`src/rtl/aes_eim_slave_if.sv`:
```
// EIM bus bundle between the i.MX external interface (master) and an EIM slave.
//   eim_cs_n   : chip select, active-low
//   eim_lba_n  : address-valid strobe, active-low
//   eim_rw     : 1 = read, 0 = write (meaningful in the address phase)
//   eim_a      : upper address bits [18:16]
//   eim_da_in  : multiplexed address/data from the pad
//   eim_da_out : read data to the pad
//   eim_da_oe  : pad output enable
interface aes_eim_slave_if;
    logic        eim_cs_n;
    logic        eim_lba_n;
    logic        eim_rw;
    logic [2:0]  eim_a;
    logic [15:0] eim_da_in;
    logic [15:0] eim_da_out;
    logic        eim_da_oe;

    modport master (
        output eim_cs_n, eim_lba_n, eim_rw, eim_a, eim_da_in,
        input  eim_da_out, eim_da_oe
    );

    modport slave (
        input  eim_cs_n, eim_lba_n, eim_rw, eim_a, eim_da_in,
        output eim_da_out, eim_da_oe
    );
endinterface

```
`src/rtl/aes_eim_slave.sv`:
```
// EIM register slave fronting an AES cipher core.
// Word map (5-bit word address taken from eim_da_in[4:0] in the address phase):
//   0x00-0x07 key (RW), 0x08-0x0F text_in (RW), 0x10-0x17 result (RO),
//   0x18 CTRL (write bit0 = start; read {14'b0, busy, result_valid}), 0x19 ID (RO),
//   all other words read 0 and ignore writes. Bursts wrap 0x1F -> 0x00.
// Ports:
//   clk, rst  : EIM_BCLK clock, asynchronous active-high reset
//   eim       : EIM bus (slave modport)
//   key       : cipher key, word 0 = key[15:0]
//   text_in   : plaintext, word 8 = text_in[15:0]
//   ld        : one-cycle start pulse to the core
//   done      : core completion pulse, text_out valid in that cycle
//   text_out  : core result
// Build option: define AES_EIM_READBACK_EN to make key/text_in readable; otherwise
// those words read back as 0.
module aes_eim_slave #(
    parameter logic [15:0] ID_VALUE      = 16'hAE51,
    parameter int unsigned START_ON_TEXT = 0
) (
    input  logic                 clk,
    input  logic                 rst,
    aes_eim_slave_if.slave       eim,
    output logic [127:0]         key,
    output logic [127:0]         text_in,
    output logic                 ld,
    input  logic                 done,
    input  logic [127:0]         text_out
);
    typedef enum logic [1:0] {StIdle, StWrite, StRead} state_e;

    state_e       state_q, state_d;
    logic [4:0]   addr_q, addr_d;
    logic [15:0]  da_out_q, da_out_d;
    logic [127:0] key_q, key_d;
    logic [127:0] text_q, text_d;
    logic [127:0] result_q, result_d;
    logic         busy_q, busy_d;
    logic         valid_q, valid_d;
    logic         ld_q, ld_d;

    logic [4:0]   addr_in;
    logic [4:0]   rd_addr;
    logic [15:0]  rd_word;
    logic         start_req;
    logic         start_ok;
    logic         unused_addr_hi;

    // Only the low five address bits select a word; eim_a is above them.
    assign addr_in        = eim.eim_da_in[4:0];
    assign unused_addr_hi = ^eim.eim_a;

    // An address phase reads the freshly presented word; data cycles read the burst pointer.
    assign rd_addr = eim.eim_lba_n ? addr_q : addr_in;

    always_comb begin
        rd_word = 16'h0000;
        if (!rd_addr[4]) begin
`ifdef AES_EIM_READBACK_EN
            if (!rd_addr[3]) begin
                rd_word = key_q[{rd_addr[2:0], 4'b0000} +: 16];
            end else begin
                rd_word = text_q[{rd_addr[2:0], 4'b0000} +: 16];
            end
`else
            rd_word = 16'h0000;
`endif
        end else if (!rd_addr[3]) begin
            rd_word = result_q[{rd_addr[2:0], 4'b0000} +: 16];
        end else if (rd_addr == 5'h18) begin
            rd_word = {14'b0, busy_q, valid_q};
        end else if (rd_addr == 5'h19) begin
            rd_word = ID_VALUE;
        end
    end

    always_comb begin
        state_d   = state_q;
        addr_d    = addr_q;
        da_out_d  = da_out_q;
        key_d     = key_q;
        text_d    = text_q;
        result_d  = result_q;
        busy_d    = busy_q;
        valid_d   = valid_q;
        start_req = 1'b0;

        if (eim.eim_cs_n) begin
            state_d = StIdle;
        end else if (!eim.eim_lba_n) begin
            // Address phase restarts a transfer from any state.
            state_d = eim.eim_rw ? StRead : StWrite;
            addr_d  = addr_in;
            if (eim.eim_rw) begin
                da_out_d = rd_word;
                addr_d   = addr_in + 5'd1;
            end
        end else begin
            case (state_q)
                StWrite: begin
                    addr_d = addr_q + 5'd1;
                    if (!addr_q[4]) begin
                        // Operand words are frozen while the core is running.
                        if (!busy_q) begin
                            if (!addr_q[3]) begin
                                key_d[{addr_q[2:0], 4'b0000} +: 16] = eim.eim_da_in;
                            end else begin
                                text_d[{addr_q[2:0], 4'b0000} +: 16] = eim.eim_da_in;
                            end
                        end
                        if (START_ON_TEXT != 0 && addr_q == 5'h0F) begin
                            start_req = 1'b1;
                        end
                    end else if (addr_q == 5'h18) begin
                        start_req = eim.eim_da_in[0];
                    end
                end
                StRead: begin
                    da_out_d = rd_word;
                    addr_d   = addr_q + 5'd1;
                end
                default: ;
            endcase
        end

        // A completing core frees itself, so a start in the done cycle is accepted.
        start_ok = start_req && (!busy_q || done);
        if (done) begin
            result_d = text_out;
            busy_d   = 1'b0;
            valid_d  = 1'b1;
        end
        if (start_ok) begin
            busy_d  = 1'b1;
            valid_d = 1'b0;
        end
        ld_d = start_ok;
    end

    always_ff @(posedge clk or posedge rst) begin
        if (rst) begin
            state_q  <= StIdle;
            addr_q   <= 5'd0;
            da_out_q <= 16'h0000;
            key_q    <= 128'h0;
            text_q   <= 128'h0;
            result_q <= 128'h0;
            busy_q   <= 1'b0;
            valid_q  <= 1'b0;
            ld_q     <= 1'b0;
        end else begin
            state_q  <= state_d;
            addr_q   <= addr_d;
            da_out_q <= da_out_d;
            key_q    <= key_d;
            text_q   <= text_d;
            result_q <= result_d;
            busy_q   <= busy_d;
            valid_q  <= valid_d;
            ld_q     <= ld_d;
        end
    end

    assign key            = key_q;
    assign text_in        = text_q;
    assign ld             = ld_q;
    assign eim.eim_da_out = da_out_q;
    assign eim.eim_da_oe  = (state_q == StRead) && !eim.eim_cs_n;
endmodule

```
`src/flat_wrapper.sv`:
```
// flat-port wrapper written by rule: the top's interface ports become plain ports
module aes_eim_slave_flat 
#(
    parameter logic [15:0] ID_VALUE      = 16'hAE51,
    parameter int unsigned START_ON_TEXT = 0
)
  (clk, rst, key, text_in, ld, done, text_out, eim_eim_cs_n, eim_eim_lba_n, eim_eim_rw, eim_eim_a, eim_eim_da_in, eim_eim_da_out, eim_eim_da_oe);
  aes_eim_slave_if eim_i ();
  input  logic clk;
  input  logic rst;
  output logic [127:0] key;
  output logic [127:0] text_in;
  output logic ld;
  input  logic done;
  input  logic [127:0] text_out;
  input wire logic [$bits(eim_i.eim_cs_n)-1:0] eim_eim_cs_n;
  input wire logic [$bits(eim_i.eim_lba_n)-1:0] eim_eim_lba_n;
  input wire logic [$bits(eim_i.eim_rw)-1:0] eim_eim_rw;
  input wire logic [$bits(eim_i.eim_a)-1:0] eim_eim_a;
  input wire logic [$bits(eim_i.eim_da_in)-1:0] eim_eim_da_in;
  output wire logic [$bits(eim_i.eim_da_out)-1:0] eim_eim_da_out;
  output wire logic [$bits(eim_i.eim_da_oe)-1:0] eim_eim_da_oe;
  assign eim_i.eim_cs_n = eim_eim_cs_n;
  assign eim_i.eim_lba_n = eim_eim_lba_n;
  assign eim_i.eim_rw = eim_eim_rw;
  assign eim_i.eim_a = eim_eim_a;
  assign eim_i.eim_da_in = eim_eim_da_in;
  assign eim_eim_da_out = eim_i.eim_da_out;
  assign eim_eim_da_oe = eim_i.eim_da_oe;
  aes_eim_slave #(.ID_VALUE(ID_VALUE), .START_ON_TEXT(START_ON_TEXT)) u_core (.clk(clk), .rst(rst), .eim(eim_i), .key(key), .text_in(text_in), .ld(ld), .done(done), .text_out(text_out));
endmodule
```
`config.mk`:
```
export PLATFORM = sky130hd
export DESIGN_NAME = aes_eim_slave_flat
export DESIGN_NICKNAME = d
export VERILOG_FILES = /design/src/rtl/aes_eim_slave_if.sv /design/src/rtl/aes_eim_slave.sv /design/src/flat_wrapper.sv
export SDC_FILE = /design/constraint.sdc
export NUM_CORES = 1
export LEC_CHECK = 0
export BUFFER_PORTS_ARGS = -buffer_cell sky130_fd_sc_hd__buf_2
export CAP_MARGIN = 0
export CORE_ASPECT_RATIO = 1.1
export CORE_MARGIN = 1
export CORE_UTILIZATION = 54
export DETAILED_ROUTE_END_ITERATION = 8
export GPL_ROUTABILITY_DRIVEN = 0
export PLACE_DENSITY = 0.84
export SYNTH_ARGS = -nofsm -noshare
export SYNTH_HDL_FRONTEND = slang
export SYNTH_SLANG_ARGS = --single-unit
```
`constraint.sdc`:
```
create_clock -name clk -period 16.8 [get_ports clk]
set_clock_uncertainty 0.05 [all_clocks]
set_input_delay 1.68 -clock clk [delete_from_list [all_inputs] [get_ports clk]]
set_output_delay 1.68 -clock clk [all_outputs]
set_load 0.05 [all_outputs]
```
==> impl_metrics.json <==
{
  "r2r_slack_ps": 13660,
  "ys_seq_area_share_pct": 58.33,
  "hpwl_mm": 34.70,
  "post-cts-setup-buffers": 0,
  "grt_pass1_vias": 12980,
  "outcome": "complete, no violations",
  "synth-seq-cells": 410,
  "hold_end": "u_core.eim.eim_da_out[9]",
  "cap_violations": 0,
  "r2r_start": "u_core.addr_q[2]",
  "clk_path_buf_depth": 3,
  "num_rows": 68,
  "start_kind": "input port",
  "grt_util_met3_pct": 9.726,
  "die_h_microns": 191.3,
  "cts_root_buffer": "clkbuf_16",
  "final_cells": 2148,
  "cts_num_sinks": 410,
  "htree_levels": 2,
  "p_leak_nw": 11.58,
  "peakVddDrop_v": 0.00009156,
  "wl_mm": 50.30,
  "r2r_end": "u_core.key[66]",
  "period_share_pct": 25.23,
  "cts-buffers-inserted": 42,
  "relSlewSlack_pct": 23.54,
  "synthesis.area_sq_mm": 0.01759,
  "synth.distinct_cells": 58,
  "areaGrowthSynthToFinish_pct": 22.02,
  "endpoint_kind": "register",
  "synth_edf_count": 0,
  "rsz0062_at_grt": "no",
  "final_util_pct": 67.62,
  "synth_flop_cell": "dfrtp_1",
  "cts_hold_buf": 0,
  "hold_path.startpoint": "u_core.eim.eim_da_out[9]",
  "route.antenna.remaining_nets": 0,
  "dieArea_sq_mm": 0.03330,
  "layout_min_cycle_time_ps": 4239,
  "cts_tree": "done",
  "grt_pass1_wl_mm": 76.66,
  "cp_max_fo": 59,
  "clk_latency_ps": 530,
  "drtIter0Drc": 878,
  "postSynth.asyncResetShare_pct": 100.0,
  "synthesis.nets": 1446,
  "fin_tns_setup_ps": 0,
  "drive_above_1_share_pct": 51.22,
  "pin_count": 427,
  "postSynthAreaPerCell_sq_um": 13.70,
  "syn_inst": 1284,
  "grt.busiest_layer": "met2",
  "ys_warn_count": 0,
  "hold_class": "register to register",
  "grt_max_degree": 194,
  "post_cts_resized": 0,
  "via_per_inst": 5.764,
  "nets": 1850,
  "wl_per_cell_microns": 23.42,
  "vias": 12380,
  "grt_overflow": 0,
  "start_util_pct": 55.42,
  "fp.dieW_microns": 174.1,
  "port_buffers": 423,
  "core-area_sq_mm": 0.03174,
  "hold_viol": 0,
  "groute.usage.overall_pct": 30.29,
  "reg2reg_depth": 7,
  "slew_violations": 0,
  "max_freq_ghz": 0.2359,
  "dr.pass1.iters": 5,
  "setup_viol": 0,
  "hold_depth": 2,
  "antenna_found_initial": 14,
  "cp_data_arrival_time_ps": 4560,
  "grtUsageMet2_pct": 51.63,
  "final_common_cell": "buf_2",
  "placedCellCount": 2064,
  "drc": 0,
  "final_cell_mix": "buf_2, dfrtp_1, mux2_2",
  "clk_pin_slew_ps": 60,
  "cp.required_ps": 17120,
  "timing_worst_setup_path_type": "input port to register",
  "tightest_slew_ps": 1147,
  "powerDensity_mw_per_mm2": 114.9,
  "use_met1_pct": 34.31
}
==> stage by stage <==
| step | area, sq um | hold slack, ps | setup slack, ps | power [mW] |
|---|---|---|---|---|
| 2_1_floorplan | 17590 | 405.1 | 3662 | 1.379 |
| 4_1_cts | 21450 | 434.9 | 12660 | 2.478 |
| 6_report | 21460 | 434.8 | 12560 | 2.465 |
| 3_5_place_dp | 19990 | 418.9 | 12120 | 1.513 |
| 3_3_place_gp | 19990 | 408.7 | 12140 | 1.500 |
| 5_1_grt | 21450 | 455.3 | 12440 | 2.553 |
==> kinds of logic after synthesis <==
kind of cell	Yosys count	share of synthesized area, %
simple gates	244	7.178
xor+xnor	4	0.1992
buf+inv	91	2.355
flops	410	58.33
mux	406	26.72
fa+ha+maj	9	0.6403
compound gates	120	4.574
==> power breakdown <==
group          switching [mW]  total (mW)  internal, mW  leakage [nW]
Clock                   0.391       0.967         0.576         0.716
Combinational           0.286       0.416         0.130          5.46
Sequential             0.0362        1.08          1.05          5.40
==> Yosys cell counts, types with 5 or more instances <==
| cell type | instances | share of area, % |
|---|---|---|
| a21oi_1 | 23 | 0.65 |
| a221o_1 | 7 | 0.40 |
| a31oi_1 | 11 | 0.39 |
| and2_1 | 35 | 1.2 |
| and3_1 | 18 | 0.64 |
| buf_2 | 16 | 0.46 |
| buf_6 | 5 | 0.32 |
| clkbuf_1 | 46 | 0.98 |
| dfrtp_1 | 410 | 58 |
| ha_1 | 9 | 0.64 |
| inv_1 | 17 | 0.36 |
| mux2_1 | 30 | 1.9 |
| mux2_2 | 316 | 20 |
| mux2_4 | 38 | 3.2 |
| mux2i_1 | 21 | 1.2 |
| nand2_1 | 122 | 2.6 |
| nand2_2 | 8 | 0.28 |
| nand3_1 | 14 | 0.40 |
| nand4_1 | 5 | 0.18 |
| nor2_1 | 15 | 0.32 |
| o21ai_0 | 34 | 0.97 |
| o221ai_1 | 15 | 0.75 |
| o22a_1 | 8 | 0.40 |
| o22ai_1 | 5 | 0.18 |
==> routing by layer <==
| layer | up-vias | part of all wire, % |
|---|---|---|
| li1 | 5386 | - |
| met1 | 6221 | 36 |
| met2 | 606 | 50 |
| met3 | 152 | 9.1 |
| met4 | 16 | 4.9 |
| met5 | - | 0.18 |
==> worst max-delay path: stages <==
cell and delay [ps]:
buf_2 80, buf_4 480, mux2i_4 680, buf_4 560
inv_1 110, a31oi_1 690, o21ai_0 230
==> how the worst max path moves through the flow <==
stage,slack (ps),to,start
3_3_place_gp,12140,u_core.eim.eim_da_out[13],eim_eim_lba_n
6_report,12560,u_core.eim.eim_da_out[11],eim_eim_lba_n
2_1_floorplan,3660,u_core.addr_q[0],rst
3_5_place_dp,12120,u_core.eim.eim_da_out[10],eim_eim_lba_n
5_1_grt,12440,u_core.eim.eim_da_out[11],eim_eim_lba_n
4_1_cts,12660,u_core.eim.eim_da_out[11],eim_eim_lba_n
==> final cells by class <==
type / count / area, sq um
flip-flops and latches: 410 / 10260
clock buffers: 61 / 1234
repair buffers: 434 / 2215
diodes: 6 / 15.01
multi-input cells: 783 / 6923
fillers: 2211 / 10270
inverters: 17 / 71.32
clock inverters: 17 / 217.7
well taps: 420 / 525.5
==> registers in the layout, summed over array words and instances, names as in the netlist <==
| register | cells |
|---|---|
| u_core.addr_q | 5 |
| u_core.busy_q | 1 |
| u_core.eim.eim_da_out | 16 |
| u_core.key | 128 |
| u_core.ld | 1 |
| u_core.result_q | 128 |
| u_core.state_q | 2 |
| u_core.text_in | 128 |
| u_core.valid_q | 1 |
Note: power is estimated with default switching activity, not from simulation.
